<file path="config.mk">
export PLATFORM = sky130hd
export DESIGN_NAME = pc_fetch_reg
export DESIGN_NICKNAME = d
export VERILOG_FILES = /design/src/rtl/pc_fetch_reg.sv
export SDC_FILE = /design/constraint.sdc
export NUM_CORES = 1
export LEC_CHECK = 0
export BUFFER_PORTS_ARGS = -buffer_cell sky130_fd_sc_hd__buf_4
export CORE_AREA = 10 10 74 76
export CTS_CLUSTER_SIZE = 12
export DETAILED_ROUTE_END_ITERATION = 10
export DIE_AREA = 0 0 84 86
export PLACE_DENSITY = 0.85
export SLEW_MARGIN = 30
export SYNTH_ARGS = -nofsm -noshare
export SYNTH_HDL_FRONTEND = slang
export SYNTH_SLANG_ARGS = --single-unit
export TNS_END_PERCENT = 30
</file>
<file path="constraint.sdc">
create_clock -name clk -period 4.15 [get_ports clk]
set_input_delay 1.245 -clock clk [delete_from_list [all_inputs] [get_ports clk]]
set_output_delay 1.245 -clock clk [all_outputs]
set_load 0.01 [all_outputs]
</file>
<file path="src/rtl/pc_fetch_reg.sv">
// pc_fetch_reg: program-counter register and fetch sequencer for the
// unpipelined core. Holds the fetch address, drives the instruction-memory
// request/ready handshake, parks a branch redirect while a fetch is
// outstanding and stops the core on halt.
// Optional feature macro: PC_ALIGN_CHECK_EN (adds align_err; odd branch
// targets halt the core). Without it, br_target[0] is forced to 0.
module pc_fetch_reg #(
    parameter int               WIDTH    = 16,
    parameter logic [WIDTH-1:0] RESET_PC = '0,
    parameter int               INC      = 2
) (
    input  logic             clk,
    input  logic             rst_n,
    input  logic             stall,
    input  logic             halt,
    input  logic             br_taken,
    input  logic [WIDTH-1:0] br_target,
    input  logic             imem_rdy,
    output logic             imem_req,
    output logic [WIDTH-1:0] pc,
    output logic [WIDTH-1:0] pc_plus,
    output logic             fetch_valid,
    output logic             halted
`ifdef PC_ALIGN_CHECK_EN
    ,
    output logic             align_err
`endif
);

    typedef enum logic [1:0] {
        BOOT = 2'd0,
        RUN  = 2'd1,
        WAIT = 2'd2,
        HALT = 2'd3
    } state_t;

    localparam logic [WIDTH-1:0] INC_W = WIDTH'(INC);
    localparam logic [WIDTH-1:0] LSB_W = WIDTH'(1);

    state_t           state;
    logic             redir_vld;
    logic [WIDTH-1:0] redir_pc;
    logic [WIDTH-1:0] tgt;
    logic             tgt_bad;
    logic [WIDTH-1:0] seq_pc;

`ifdef PC_ALIGN_CHECK_EN
    assign tgt     = br_target;
    assign tgt_bad = br_target[0];
`else
    // Odd targets are silently aligned so pc[0] can never become 1.
    assign tgt     = br_target & ~LSB_W;
    assign tgt_bad = 1'b0;
`endif

    // Sequential successor wraps modulo 2^WIDTH with no carry flag.
    assign pc_plus = pc + INC_W;
    // A parked redirect overrides the sequential successor on completion.
    assign seq_pc  = redir_vld ? redir_pc : pc_plus;

    // Fetched word is usable only if it was not squashed by a redirect and
    // (in RUN) downstream is not stalling; WAIT ignores stall.
    always_comb begin
        fetch_valid = 1'b0;
        case (state)
            RUN:     fetch_valid = imem_rdy & ~redir_vld & ~stall;
            WAIT:    fetch_valid = imem_rdy & ~redir_vld;
            default: fetch_valid = 1'b0;
        endcase
    end

    // Fetch FSM: state, pc, redirect buffer and registered status outputs.
    always_ff @(posedge clk) begin
        if (!rst_n) begin
            state     <= BOOT;
            pc        <= RESET_PC;
            redir_vld <= 1'b0;
            redir_pc  <= '0;
            imem_req  <= 1'b0;
            halted    <= 1'b0;
`ifdef PC_ALIGN_CHECK_EN
            align_err <= 1'b0;
`endif
        end else begin
            case (state)
                BOOT: begin
                    state    <= RUN;
                    imem_req <= 1'b1;
                end
                RUN: begin
                    if (halt || (br_taken && tgt_bad)) begin
                        // Halt wins over everything; a coincident branch is dropped.
                        state    <= HALT;
                        imem_req <= 1'b0;
                        halted   <= 1'b1;
`ifdef PC_ALIGN_CHECK_EN
                        if (!halt) align_err <= 1'b1;
`endif
                    end else if (br_taken) begin
                        if (imem_rdy) begin
                            pc        <= tgt;
                            redir_vld <= 1'b0;
                        end else begin
                            // Fetch still outstanding: park the target.
                            redir_pc  <= tgt;
                            redir_vld <= 1'b1;
                            state     <= WAIT;
                        end
                    end else if (stall) begin
                        state <= RUN;
                    end else if (imem_rdy) begin
                        pc        <= seq_pc;
                        redir_vld <= 1'b0;
                    end else begin
                        state <= WAIT;
                    end
                end
                WAIT: begin
                    if (halt || (br_taken && tgt_bad)) begin
                        state    <= HALT;
                        imem_req <= 1'b0;
                        halted   <= 1'b1;
`ifdef PC_ALIGN_CHECK_EN
                        if (!halt) align_err <= 1'b1;
`endif
                    end else if (imem_rdy) begin
                        // Completion; a same-cycle branch is the latest redirect.
                        state     <= RUN;
                        pc        <= br_taken ? tgt : seq_pc;
                        redir_vld <= 1'b0;
                    end else if (br_taken) begin
                        redir_pc  <= tgt;
                        redir_vld <= 1'b1;
                    end
                end
                default: begin
                    state <= HALT;
                end
            endcase
        end
    end

endmodule

</file>
==> metrics.md, run 1 <==
| Metric | Value |
|---|---|
| Status | finished clean |
| Via count | 2149 |
| Clock Skew | 0.0122 ns |
| HPWL after DPL | 4.26 mm |
| P_int | 0.000728 W |
| Max Cap Viol | 0 |
| First DRT Iteration DRCs | 227 |
| Worst vdd ir | 0.222 mV |
| Drt via density | 5.86 |
| Core ar. | 0.00397 mm^2 |
| Clock tree buffer depth | 2 |
| Worst Path Required | 2.90 ns |
| Fmax | 0.315 GHz |
| Hold Path Sink | halted$_SDFFE_PN0P_ |
| Sink Count | 35 |
| Cell variety after synth | 56 |
| Post-CTS Setup Inserts | 0 |
| Worst Setup Start Kind | register |
| Worst hold slack | 0.504 ns |
| Register share of total power | 39.4% |
| Pin slew with the least headroom to its limit | 0.635 ns |
| Number of global-route vias before repair | 2150 |
| Drt pass-1 iters | 4 |
| Die area | 0.00722 mm^2 |
| Worst Hold Depth | 2 |
| Post-cts sizing count | 0 |
| Crit Reg-Reg Endpoint | pc[1]$_SDFFE_PN0P_ |
| CTS Buf Count | 5 |
| Initial Util | 56.5% |
| Area growth syn-to-layout | 19.6% |
| I/O Buffers | 53 |
| Clock insertion delay at the later pin of the skew report | 0.30 ns |
| Switching fraction of total power | 36.6% |
| Ys flop type | dfxtp_1 |
| Fraction of layout cells with a size suffix above 1 | 21.8% |
| Crit path capture type | primary output |
| Critical path class | reg2out |
| Critical hold path startpoint | halted$_SDFFE_PN0P_ |
| Min Tclk post-route | 3.17 ns |
| CP max FO | 8 |
| Diodes inserted | 0 |
| Most common cell after layout, fill and taps aside | buf_4 |
| Fin Setup TNS | 0 ns |
| Largest net degree at the start of global routing | 41 |
| Syn Area/Cell | 8.21 um^2 |
| Crit-path max cell delay | 0.48 ns |
| Number of core rows | 23 |
| Pwr dens | 428 mW/mm^2 |
| Post-CTS Hold Buffers | 0 |
| Syn Inst Count | 273 |
| Worst r2r path cells | 6 |
| Met3 GRT Util | 5.58% |
| Met1 usage | 19.7% |
| First-pass GRT wire length | 10.1 mm |
| R2r setup slk | 2.01 ns |
| Final period util | 76.5% |
| DRC viols | 0 |
| Post-synthesis sequential area ratio | 31.3% |
| Clock power share | 21.6% |
| Synthesized area | 0.00224 mm^2 |
| Die Height | 86 um |
| GR Overflow Total | 0 |
| Synth warnings | 0 |
| Fillers | 365 |
| Routed wire length | 5.95 mm |
| Worst slew margin | 57.5% |
| Worst Path Arrival | 1.93 ns |
| EDFF count, synth | 0 |
| GR peak layer | met2 |
| Placer Congestion | 0.812 |
| Max Slew Vio Count | 0 |
| Die width | 84 um |
| Nets | 343 |
| Static leakage | 1.16 nW |
| Total power | 0.00115 W |
| Async S/R FF share, synth | 0% |
| Leading cell types in the layout, fill and taps excluded | buf_4, dfxtp_1, nand2_1, nor2b_1, a21oi_1 |
| CTS tree | yes |
| Worst-path clk slew | 0.06 ns |
| Final antenna-violating net count | 0 |
| IO Count | 57 |
| Share of power burned in combinational logic | 39.0% |
| Placement Cell Area | 0.00260 mm^2 |
| CTS root buf | clkbuf_8 |
| WL per Instance | 16.2 um |
| R2r startpoint | state[1]$_SDFFE_PN0P_ |
| Gr usage total | 16.4% |
| Cell Chain, Critical Path | ha_1 > and3_1 > and4_1 > xor2_1 > buf_4 |
| Switch Pwr | 0.000420 W |
| Final hold vios | 0 |
| RSZ-0062 raised after global routing | false |
| Initial antenna violation count | 0 |
| # setup viols final | 0 |
| FF+latch count, synth | 35 |
| Slowest cell on the critical path | dfxtp_1 |
| Post-route design area | 0.00268 mm^2 |
| Met2 usage | 26.1% |
| # H-tree levels | 2 |
| Path type of the worst min-delay path | reg2reg |
[worst max path at each step]
stage                                   from           to  slack [ns]  cells past startpoint
final                     pc[1]$_SDFFE_PN0P_  pc_plus[15]        0.98                      5
after global routing      pc[1]$_SDFFE_PN0P_  pc_plus[11]        0.87                      6
after CTS                 pc[1]$_SDFFE_PN0P_  pc_plus[15]        0.99                      5
after detailed placement               stall  fetch_valid        1.10                      5
after global placement                 stall  fetch_valid        1.13                      5
after floorplan                        stall  fetch_valid        1.28                      3
[critical path: cells and delay by family, from the launching register on]
kind / cells / cell delay, ns
and+or+nand+nor: 2 / 0.60
DFF: 1 / 0.48
adders and majority gates: 1 / 0.26
xor gates and xnor gates: 1 / 0.16
buffers and inverters: 1 / 0.14
[stage by stage]
step / util, % / setup slack (ns) / instances
detailed placement: 65.5 / 1.10 / 359
floorplan: - / 1.28 / 274
global route: 67.5 / 0.869 / 367
CTS: 67.5 / 0.985 / 367
finish: 67.5 / 0.976 / 367
global placement: 65.5 / 1.13 / 359
[layout make-up]
type,count,area (um^2),share of cell area [%]
timing repair buffer,55,413,15.4
tap,50,62.6,2.33
multi-input combinational,210,1390,51.9
sequential,35,701,26.1
clock buffer,7,76.3,2.85
inverter,9,33.8,1.26
clock inverter,1,5.00,0.187
[per-layer routing]
layer	up-vias	share of wire (%)	wire [um]
met4	0	1.8	108
met1	999	45	2650
li1	1063	-	-
met5	-	0	0
met3	10	7.9	467
met2	77	46	2720
[Yosys cell counts (3+ instances only)]
library cell  count  area share [%]
nor4_1            5             1.4
nor3_1            5             1.1
buf_2             4            0.89
and2_1            3            0.84
nand2_1          25             4.2
a211oi_1          3             1.0
ha_1              5             2.8
inv_1             9             1.5
or3_1             3            0.84
nor3b_1           5             1.7
o211ai_1          5             1.7
nor2b_1          20             5.6
clkbuf_1          7             1.2
o21ai_0          16             3.6
nand4_1           4             1.1
xnor2_1           7             2.7
a21oi_1          19             4.2
and4_1            5             2.0
o22ai_1           3            0.84
dfxtp_1          35              31
mux2i_1          16             7.1
a31oi_1           4             1.1
nand3_1           8             1.8
and3_1            4             1.1
xor2_1            5             2.0
a21boi_0          4             1.3
nor2_1            7             1.2
buf_4             3             1.0
[kinds of logic after synthesis]
logic type	synth area share, %
flops	31.2
other cells	0.167
buf+inv	6.86
mux	7.14
xor+xnor	4.69
fa+ha+maj	2.79
simple gates	27.0
compound gates	20.1
[state kept, by name, indices dropped and copies added, names as in the netlist]
name       cells
state          2
pc            15
redir_pc      15
halted         1
redir_vld      1
imem_req       1
[power groups by stage]
stage / Combinational [W] / Sequential (W) / Clock (W)
after floorplan: 0.000324 / 0.000453 / 0
after global placement: 0.000440 / 0.000454 / 0
after detailed placement: 0.000450 / 0.000459 / 0
after CTS: 0.000450 / 0.000452 / 0.000249
after global routing: 0.000491 / 0.000461 / 0.000264
final: 0.000448 / 0.000453 / 0.000248
(Power assumes the default switching activity.)
==> run 2: changes to the inputs <==
--- a/config.mk
+++ b/config.mk
@@ -5,12 +5,13 @@
 export SDC_FILE = /design/constraint.sdc
 export NUM_CORES = 1
 export LEC_CHECK = 0
+export ABC_AREA = 1
 export BUFFER_PORTS_ARGS = -buffer_cell sky130_fd_sc_hd__buf_4
-export CORE_AREA = 10 10 74 76
+export CORE_AREA = 10 10 75 77
 export CTS_CLUSTER_SIZE = 12
 export DETAILED_ROUTE_END_ITERATION = 10
-export DIE_AREA = 0 0 84 86
-export PLACE_DENSITY = 0.85
+export DIE_AREA = 0 0 85 87
+export PLACE_DENSITY = 0.81
 export SLEW_MARGIN = 30
 export SYNTH_ARGS = -nofsm -noshare
 export SYNTH_HDL_FRONTEND = slang
==> constraint.sdc (replaced) <==
create_clock -name clk -period 3.25 [get_ports clk]
set_input_delay 0.975 -clock clk [delete_from_list [all_inputs] [get_ports clk]]
set_output_delay 0.975 -clock clk [all_outputs]
set_load 0.01 [all_outputs]
==> run 2 against run 1 <==
  * Final cell count is 14% higher
  * Clock power grew 20%
  * Combinational power is 100% higher
  * Clock-buffer cell count decreased by 2
  * Critical endpoint unchanged
  * Flip-flop and latch count is the same
==> metrics.md, run 2 <==
| Metric | Value |
|---|---|
| Status | finished clean (unchanged) |
| Initial antenna violation count | 0 (unchanged) |
| Fraction of layout cells with a size suffix above 1 | 24.8% (was 21.8%) |
| Diodes inserted | 0 (unchanged) |
| Most common cell after layout, fill and taps aside | buf_4 (unchanged) |
| Cell Chain, Critical Path | ha_1 > nand3_1 > nor2_2 > nand3_1 > nand2_1 > nand2_1 > buf_4 (was ha_1 > and3_1 > and4_1 > xor2_1 > buf_4) |
| HPWL after DPL | 4.43 mm (was 4.26 mm) |
| Area growth syn-to-layout | 21.8% (was 19.6%) |
| Critical path class | reg2out (unchanged) |
| Static leakage | 1.22 nW (was 1.16 nW) |
| Die Height | 87 um (was 86 um) |
| Initial Util | 50.9% (was 56.5%) |
| Final hold vios | 0 (unchanged) |
| FF+latch count, synth | 35 (unchanged) |
| Worst Path Arrival | 1.76 ns (was 1.93 ns) |
| Clock Skew | 0.00349 ns (was 0.0122 ns) |
| Post-synthesis sequential area ratio | 32.5% (was 31.3%) |
| Min Tclk post-route | 2.73 ns |
| Crit path capture type | primary output (unchanged) |
| Pre-CTS WS | 0.774 ns (was 1.10 ns) |
| Yosys top cell area share | 32.5% (was 31.3%) |
| Via count | 2206 (was 2149) |
| IO Count | 57 (unchanged) |
| GR Overflow Total | 0 (unchanged) |
| Ys flop type | dfxtp_1 (unchanged) |
| Async S/R FF share, synth | 0% (unchanged) |
| Critical hold path startpoint | halted$_SDFFE_PN0P_ (unchanged) |
| Yosys top cell by area | dfxtp_1 (unchanged) |
| Post-CTS Hold Buffers | 0 (unchanged) |
| Nets | 393 (was 343) |
| I/O Buffers | 53 (unchanged) |
| Worst Path Required | 2.27 ns (was 2.90 ns) |
| Fillers | 398 (was 365) |
| Worst setup margin | 0.516 ns (was 0.976 ns) |
| Final period util | 84.1% |
| Max Slew Vio Count | 0 (unchanged) |
| Largest net degree at the start of global routing | 34 (was 41) |
| Post-cts sizing count | 0 (unchanged) |
| First DRT Iteration DRCs | 182 (was 227) |
| R2r startpoint | state[1]$_SDFFE_PN0P_ (unchanged) |
| Gr usage total | 15.7% (was 16.4%) |
| Syn Inst Count | 318 (was 273) |
| Placer Congestion | 0.871 (was 0.812) |
| DRC viols | 0 (unchanged) |
| Post-synth top cells | nor2_1, nand2_1, dfxtp_1 (was dfxtp_1, nand2_1, nor2b_1) |
| Pwr dens | 731 mW/mm^2 (was 428 mW/mm^2) |
| WL per Instance | 14.2 um (was 16.2 um) |
| EDFF count, synth | 0 (unchanged) |
| Cell variety after synth | 34 (was 56) |
| CTS Buf Count | 5 (unchanged) |
| Syn Area/Cell | 6.77 um^2 (was 8.21 um^2) |
| Path type of the worst min-delay path | reg2reg (unchanged) |
| Worst vdd ir | 0.490 mV (was 0.222 mV) |
| Clock insertion delay at the later pin of the skew report | 0.28 ns (was 0.30 ns) |
| Die area | 0.00740 mm^2 (was 0.00722 mm^2) |
| CP max FO | 6 (was 8) |
| Most common cell in the synthesized netlist | nor2_1 (was dfxtp_1) |
| Die width | 85 um (was 84 um) |
| RSZ-0062 raised after global routing | false (unchanged) |
| Core ar. | 0.00423 mm^2 (was 0.00397 mm^2) |
| # setup viols final | 0 (unchanged) |
| CTS tree | yes (unchanged) |
| Synth warnings | 0 (unchanged) |
| Synthesized area | 0.00215 mm^2 (was 0.00224 mm^2) |
| Ranking of synthesized cells by area | dfxtp_1, nor2_1, nand2_1, o21ai_0, a21oi_1 (was dfxtp_1, mux2i_1, nor2b_1, a21oi_1, nand2_1) |
| Worst setup path startpoint | pc[1]$_SDFFE_PN0P_ (unchanged) |
| Worst Setup Start Kind | register (unchanged) |
| Max Cap Viol | 0 (unchanged) |
| Fin Setup TNS | 0 ns (unchanged) |
| Slowest cell on the critical path | dfxtp_1 (unchanged) |
| Drt via density | 5.26 (was 5.86) |
| Clock tree buffer depth | 2 (unchanged) |
| Drt pass-1 iters | 5 (was 4) |
| Sink Count | 35 (unchanged) |
| Number of global-route vias before repair | 2159 (was 2150) |
| Top Registers | pc (15), redir_pc (15), state (2) (unchanged) |
| Worst-path clk slew | 0.07 ns (was 0.06 ns) |
| Fmax | 0.366 GHz |
| Leading cell types in the layout, fill and taps excluded | buf_4, nor2_1, nand2_1, dfxtp_1, o21ai_0 (was buf_4, dfxtp_1, nand2_1, nor2b_1, a21oi_1) |
| CTS root buf | clkbuf_8 (unchanged) |
| # H-tree levels | 2 (unchanged) |
| Final antenna-violating net count | 0 (unchanged) |
| First-pass GRT wire length | 9.89 mm (was 10.1 mm) |
| Crit-path max cell delay | 0.45 ns (was 0.48 ns) |
| Number of core rows | 24 (was 23) |
| Post-CTS Setup Inserts | 0 (unchanged) |
| Routed wire length | 5.95 mm (about the same) |
[run 2: final cells by class]
class                   count  area [um^2]  share of cell area, %
repair buffers             55          413                   15.7
clock inverters             3         15.0                  0.573
multi-input cells         236         1230                   46.9
flip-flops and latches     35          701                   26.7
clock buffers               5         68.8                   2.62
well taps                  52         65.1                   2.48
inverters                  33          129                   4.91
[run 2: power breakdown]
part           total (W)  switching, W  internal, W
combinational   0.000917      0.000550     0.000366
sequential      0.000701      0.000126     0.000575
clock           0.000298      0.000152     0.000146
[run 2: path summary, 6_finish.rpt]
check                        endpoint  slack (ns)  cells after the start
hold / removal    halted$_SDFFE_PN0P_        0.45                      2
hold reg to reg   halted$_SDFFE_PN0P_        0.45                      2
setup reg to reg   pc[5]$_SDFFE_PN0P_        1.39                     10
setup / recovery          pc_plus[15]        0.52                      7
[run 2: cells by family (layout without fill, tap and decap cells)]
family	Yosys count	count (layout)	share of synthesized area, %
adder cells (fa/ha/maj)	5	5	2.91
flip-flops	35	35	32.5
XOR/XNOR	6	6	2.44
other	1	2	0.174
AND/OR/NAND/NOR	137	137	29.0
buffers and inverters	48	96	10.5
AO/OA/AOI/OAI	86	86	22.5
[run 2: worst max-delay path, delay by kind of cell (launching register included)]
| family | cells | cell delay [ns] |
|---|---|---|
| simple gates | 5 | 0.60 |
| buf+inv | 1 | 0.15 |
| flops | 1 | 0.45 |
| fa+ha+maj | 1 | 0.26 |
[run 2: metal layers]
metal	wire length (um)	vias up	global-route usage, %
met2	2760	79	26.4
met5	0	-	0
met1	2630	983	18.9
met4	34	0	2.84
met3	530	6	5.52
li1	-	1138	-
[run 2: per-stage QoR]
step | power [W] | instance area [um^2] | hold WS [ns] | std cells | utilization (%)
floorplan | 0.00130 | 2160 | 0.430 | 319 | -
global placement | 0.00159 | 2540 | 0.439 | 411 | 60.0
detailed placement | 0.00162 | 2540 | 0.444 | 411 | 60.0
CTS | 0.00192 | 2620 | 0.455 | 419 | 61.9
global route | 0.00208 | 2620 | 0.479 | 419 | 61.9
finish | 0.00192 | 2620 | 0.452 | 419 | 61.9
==> run 3: changes to the inputs <==
==> constraint.sdc (replaced) <==
create_clock -name clk -period 2.6 [get_ports clk]
set_input_delay 0.78 -clock clk [delete_from_list [all_inputs] [get_ports clk]]
set_output_delay 0.78 -clock clk [all_outputs]
set_load 0.01 [all_outputs]
==> run 3 against run 2 <==
  * Wire length increased by 0.35%
  * Flip-flop and latch count unchanged
  * Global-route usage is 0.51 points higher
  * Worst hold slack is essentially flat
  * Sequential power up 26%
  * Combinational power increased by 24%
  * First-iteration DRC count increased by 51%
  * Critical path depth is the same
  * Total power grew 25%
  * Die area unchanged
  * Clock power rose by 26%
  * Largest power group unchanged
==> metrics.md, run 3 (synthesis gave the netlist of run 2 again) <==
| Metric | Value |
|---|---|
| Status | finished clean (unchanged) |
| Die width | 85 um (unchanged) |
| Path type of the worst min-delay path | reg2reg (unchanged) |
| Clock tree buffer depth | 2 (unchanged) |
| Max Cap Viol | 0 (unchanged) |
| DRC viols | 0 (unchanged) |
| Routed wire length | 5.97 mm (was 5.95 mm) |
| Die Height | 87 um (unchanged) |
| Placer Congestion | 0.876 (was 0.871) |
| # setup viols final | 0 (unchanged) |
| IO Count | 57 (unchanged) |
| # H-tree levels | 2 (unchanged) |
| Clock Skew | 0.00761 ns (was 0.00349 ns) |
| I/O Buffers | 53 (unchanged) |
| RSZ-0062 raised after global routing | false (unchanged) |
| Fillers | 411 (was 398) |
| Fin Setup TNS | 0 ns (unchanged) |
| CTS tree | yes (unchanged) |
| Worst Path Arrival | 1.62 ns (was 1.76 ns) |
| CTS root buf | clkbuf_8 (unchanged) |
| Critical path class | reg2out (unchanged) |
| R2r setup slk | 0.77 ns (was 1.39 ns) |
| Reg area | 703 um^2 (was 701 um^2) |
| Fraction of layout cells with a size suffix above 1 | 25.3% (was 24.8%) |
| Post-CTS Setup Inserts | 0 (unchanged) |
| Sink Count | 35 (unchanged) |
| P_int | 0.00137 W (was 0.00109 W) |
| Fmax | 0.417 GHz |
| Number of global-route vias before repair | 2117 (was 2159) |
| First-pass GRT wire length | 10.1 mm (was 9.89 mm) |
| Clock power share | 15.6% (about the same) |
| Switch Pwr | 0.00104 W (was 0.000828 W) |
| Post-CTS Hold Buffers | 0 (unchanged) |
| Share of power burned in combinational logic | 47.6% (was 47.8%) |
| CTS Buf Count | 5 (unchanged) |
| Pre-CTS WS | 0.376 ns (was 0.774 ns) |
| Max Slew Vio Count | 0 (unchanged) |
| GR Overflow Total | 0 (unchanged) |
| Leading cell types in the layout, fill and taps excluded | buf_4, nor2_1, nand2_1, dfxtp_1, o21ai_0 (unchanged) |
| Worst setup margin | 0.202 ns (was 0.516 ns) |
| First DRT Iteration DRCs | 275 (was 182) |
| Drt pass-1 iters | 5 (unchanged) |
| Final period util | 92.2% |
| Worst Setup Start Kind | register (unchanged) |
| Final antenna-violating net count | 0 (unchanged) |
| Nets | 393 (unchanged) |
| Crit path capture type | primary output (unchanged) |
| Area of the multi-input gates | 0.00124 mm^2 (was 0.00123 mm^2) |
| Min Tclk post-route | 2.40 ns |
| Via count | 2276 (was 2206) |
| WL per Instance | 14.2 um (about the same) |
| Top Registers | pc (15), redir_pc (15), state (2) (unchanged) |
| Core ar. | 0.00423 mm^2 (unchanged) |
| Largest net degree at the start of global routing | 34 (unchanged) |
| HPWL after DPL | 4.48 mm (was 4.43 mm) |
| Area growth syn-to-layout | 22.3% (was 21.8%) |
| Most common cell after layout, fill and taps aside | buf_4 (unchanged) |
| CP max FO | 6 (unchanged) |
| Core Util, Final | 62.2% (was 61.9%) |
| Switching fraction of total power | 43.1% (was 43.2%) |
| Initial Util | 50.9% (unchanged) |
| Diodes inserted | 0 (unchanged) |
| Drt via density | 5.43 (was 5.26) |
| Worst vdd ir | 0.521 mV (was 0.490 mV) |
| Clock insertion delay at the later pin of the skew report | 0.28 ns (about the same) |
| Worst-path clk slew | 0.07 ns (about the same) |
| Initial antenna violation count | 0 (unchanged) |
| Final hold vios | 0 (unchanged) |
| Worst Path Required | 1.82 ns (was 2.27 ns) |
| Die area | 0.00740 mm^2 (unchanged) |
| Static leakage | 1.21 nW (was 1.22 nW) |
| Number of core rows | 24 (unchanged) |
| Register share of total power | 36.8% (was 36.6%) |
| Pwr dens | 913 mW/mm^2 (was 731 mW/mm^2) |
| Gr usage total | 16.2% (was 15.7%) |
## run 3: changes by cell type in the layout (fill, tap and decap cells not counted)
cell,delta
dfxtp_2,+2
dfxtp_1,-2
nor2_4,+1
clkinv_2,-2
ha_1,-1
clkbuf_1,+2
ha_2,+1
nor2_1,-1
## run 3: area by class of cell
cell class / count / share of cell area [%]
Clock inverter: 1 / 0.190
Sequential cell: 35 / 26.7
Tap cell: 52 / 2.47
Timing Repair Buffer: 55 / 15.7
Multi-Input combinational cell: 236 / 47.1
Clock buffer: 7 / 2.90
Inverter: 33 / 4.90
## run 3: per-layer routing
layer / wire length [um] / up-vias / track usage (%)
met5: 0 / - / 0
met4: 78 / 0 / 4.79
met3: 522 / 8 / 5.15
met2: 2740 / 102 / 24.5
met1: 2630 / 1026 / 21.4
li1: - / 1140 / -
## run 3: stage by stage
| stage | instance area, um^2 | hold WS (ns) | power [W] | cells |
|---|---|---|---|---|
| 2_1_floorplan | 2160 | 0.430 | 0.00163 | 319 |
| 6_report | 2630 | 0.453 | 0.00240 | 419 |
| 5_1_grt | 2630 | 0.478 | 0.00260 | 419 |
| 3_3_place_gp | 2540 | 0.437 | 0.00199 | 411 |
| 4_1_cts | 2620 | 0.455 | 0.00240 | 419 |
| 3_5_place_dp | 2540 | 0.445 | 0.00202 | 411 |
## run 3: path summary, 6_finish.rpt
path | to | start | cells after the start
hold reg to reg | halted$_SDFFE_PN0P_ | halted$_SDFFE_PN0P_ | 2
hold / removal | halted$_SDFFE_PN0P_ | halted$_SDFFE_PN0P_ | 2
setup / recovery | pc_plus[15] | pc[1]$_SDFFE_PN0P_ | 7
setup reg to reg | pc[4]$_SDFFE_PN0P_ | state[0]$_SDFFE_PN0P_ | 10
## run 3: power by group through the flow
stage	clock, W	sequential (W)	combinational, W
5_1_grt	0.000405	0.000907	0.00129
3_5_place_dp	0	0.000886	0.00114
2_1_floorplan	0	0.000863	0.000764
6_report	0.000375	0.000884	0.00114
3_3_place_gp	0	0.000879	0.00111
4_1_cts	0.000384	0.000875	0.00114
## run 3: critical path: stages (launching register included)
cell     delay, ns
dfxtp_2       0.39
ha_2          0.23
nand3_1       0.15
nor2_2        0.17
nand3_1       0.09
nand2_1       0.08
nand2_1       0.07
buf_4         0.15
## run 3: what timing repair did
item / in CTS / in global routing
gates resized for setup: 0 / 5
endpoints found under the setup margin: 0 / 5
hold endpoints to repair: 0 / 0
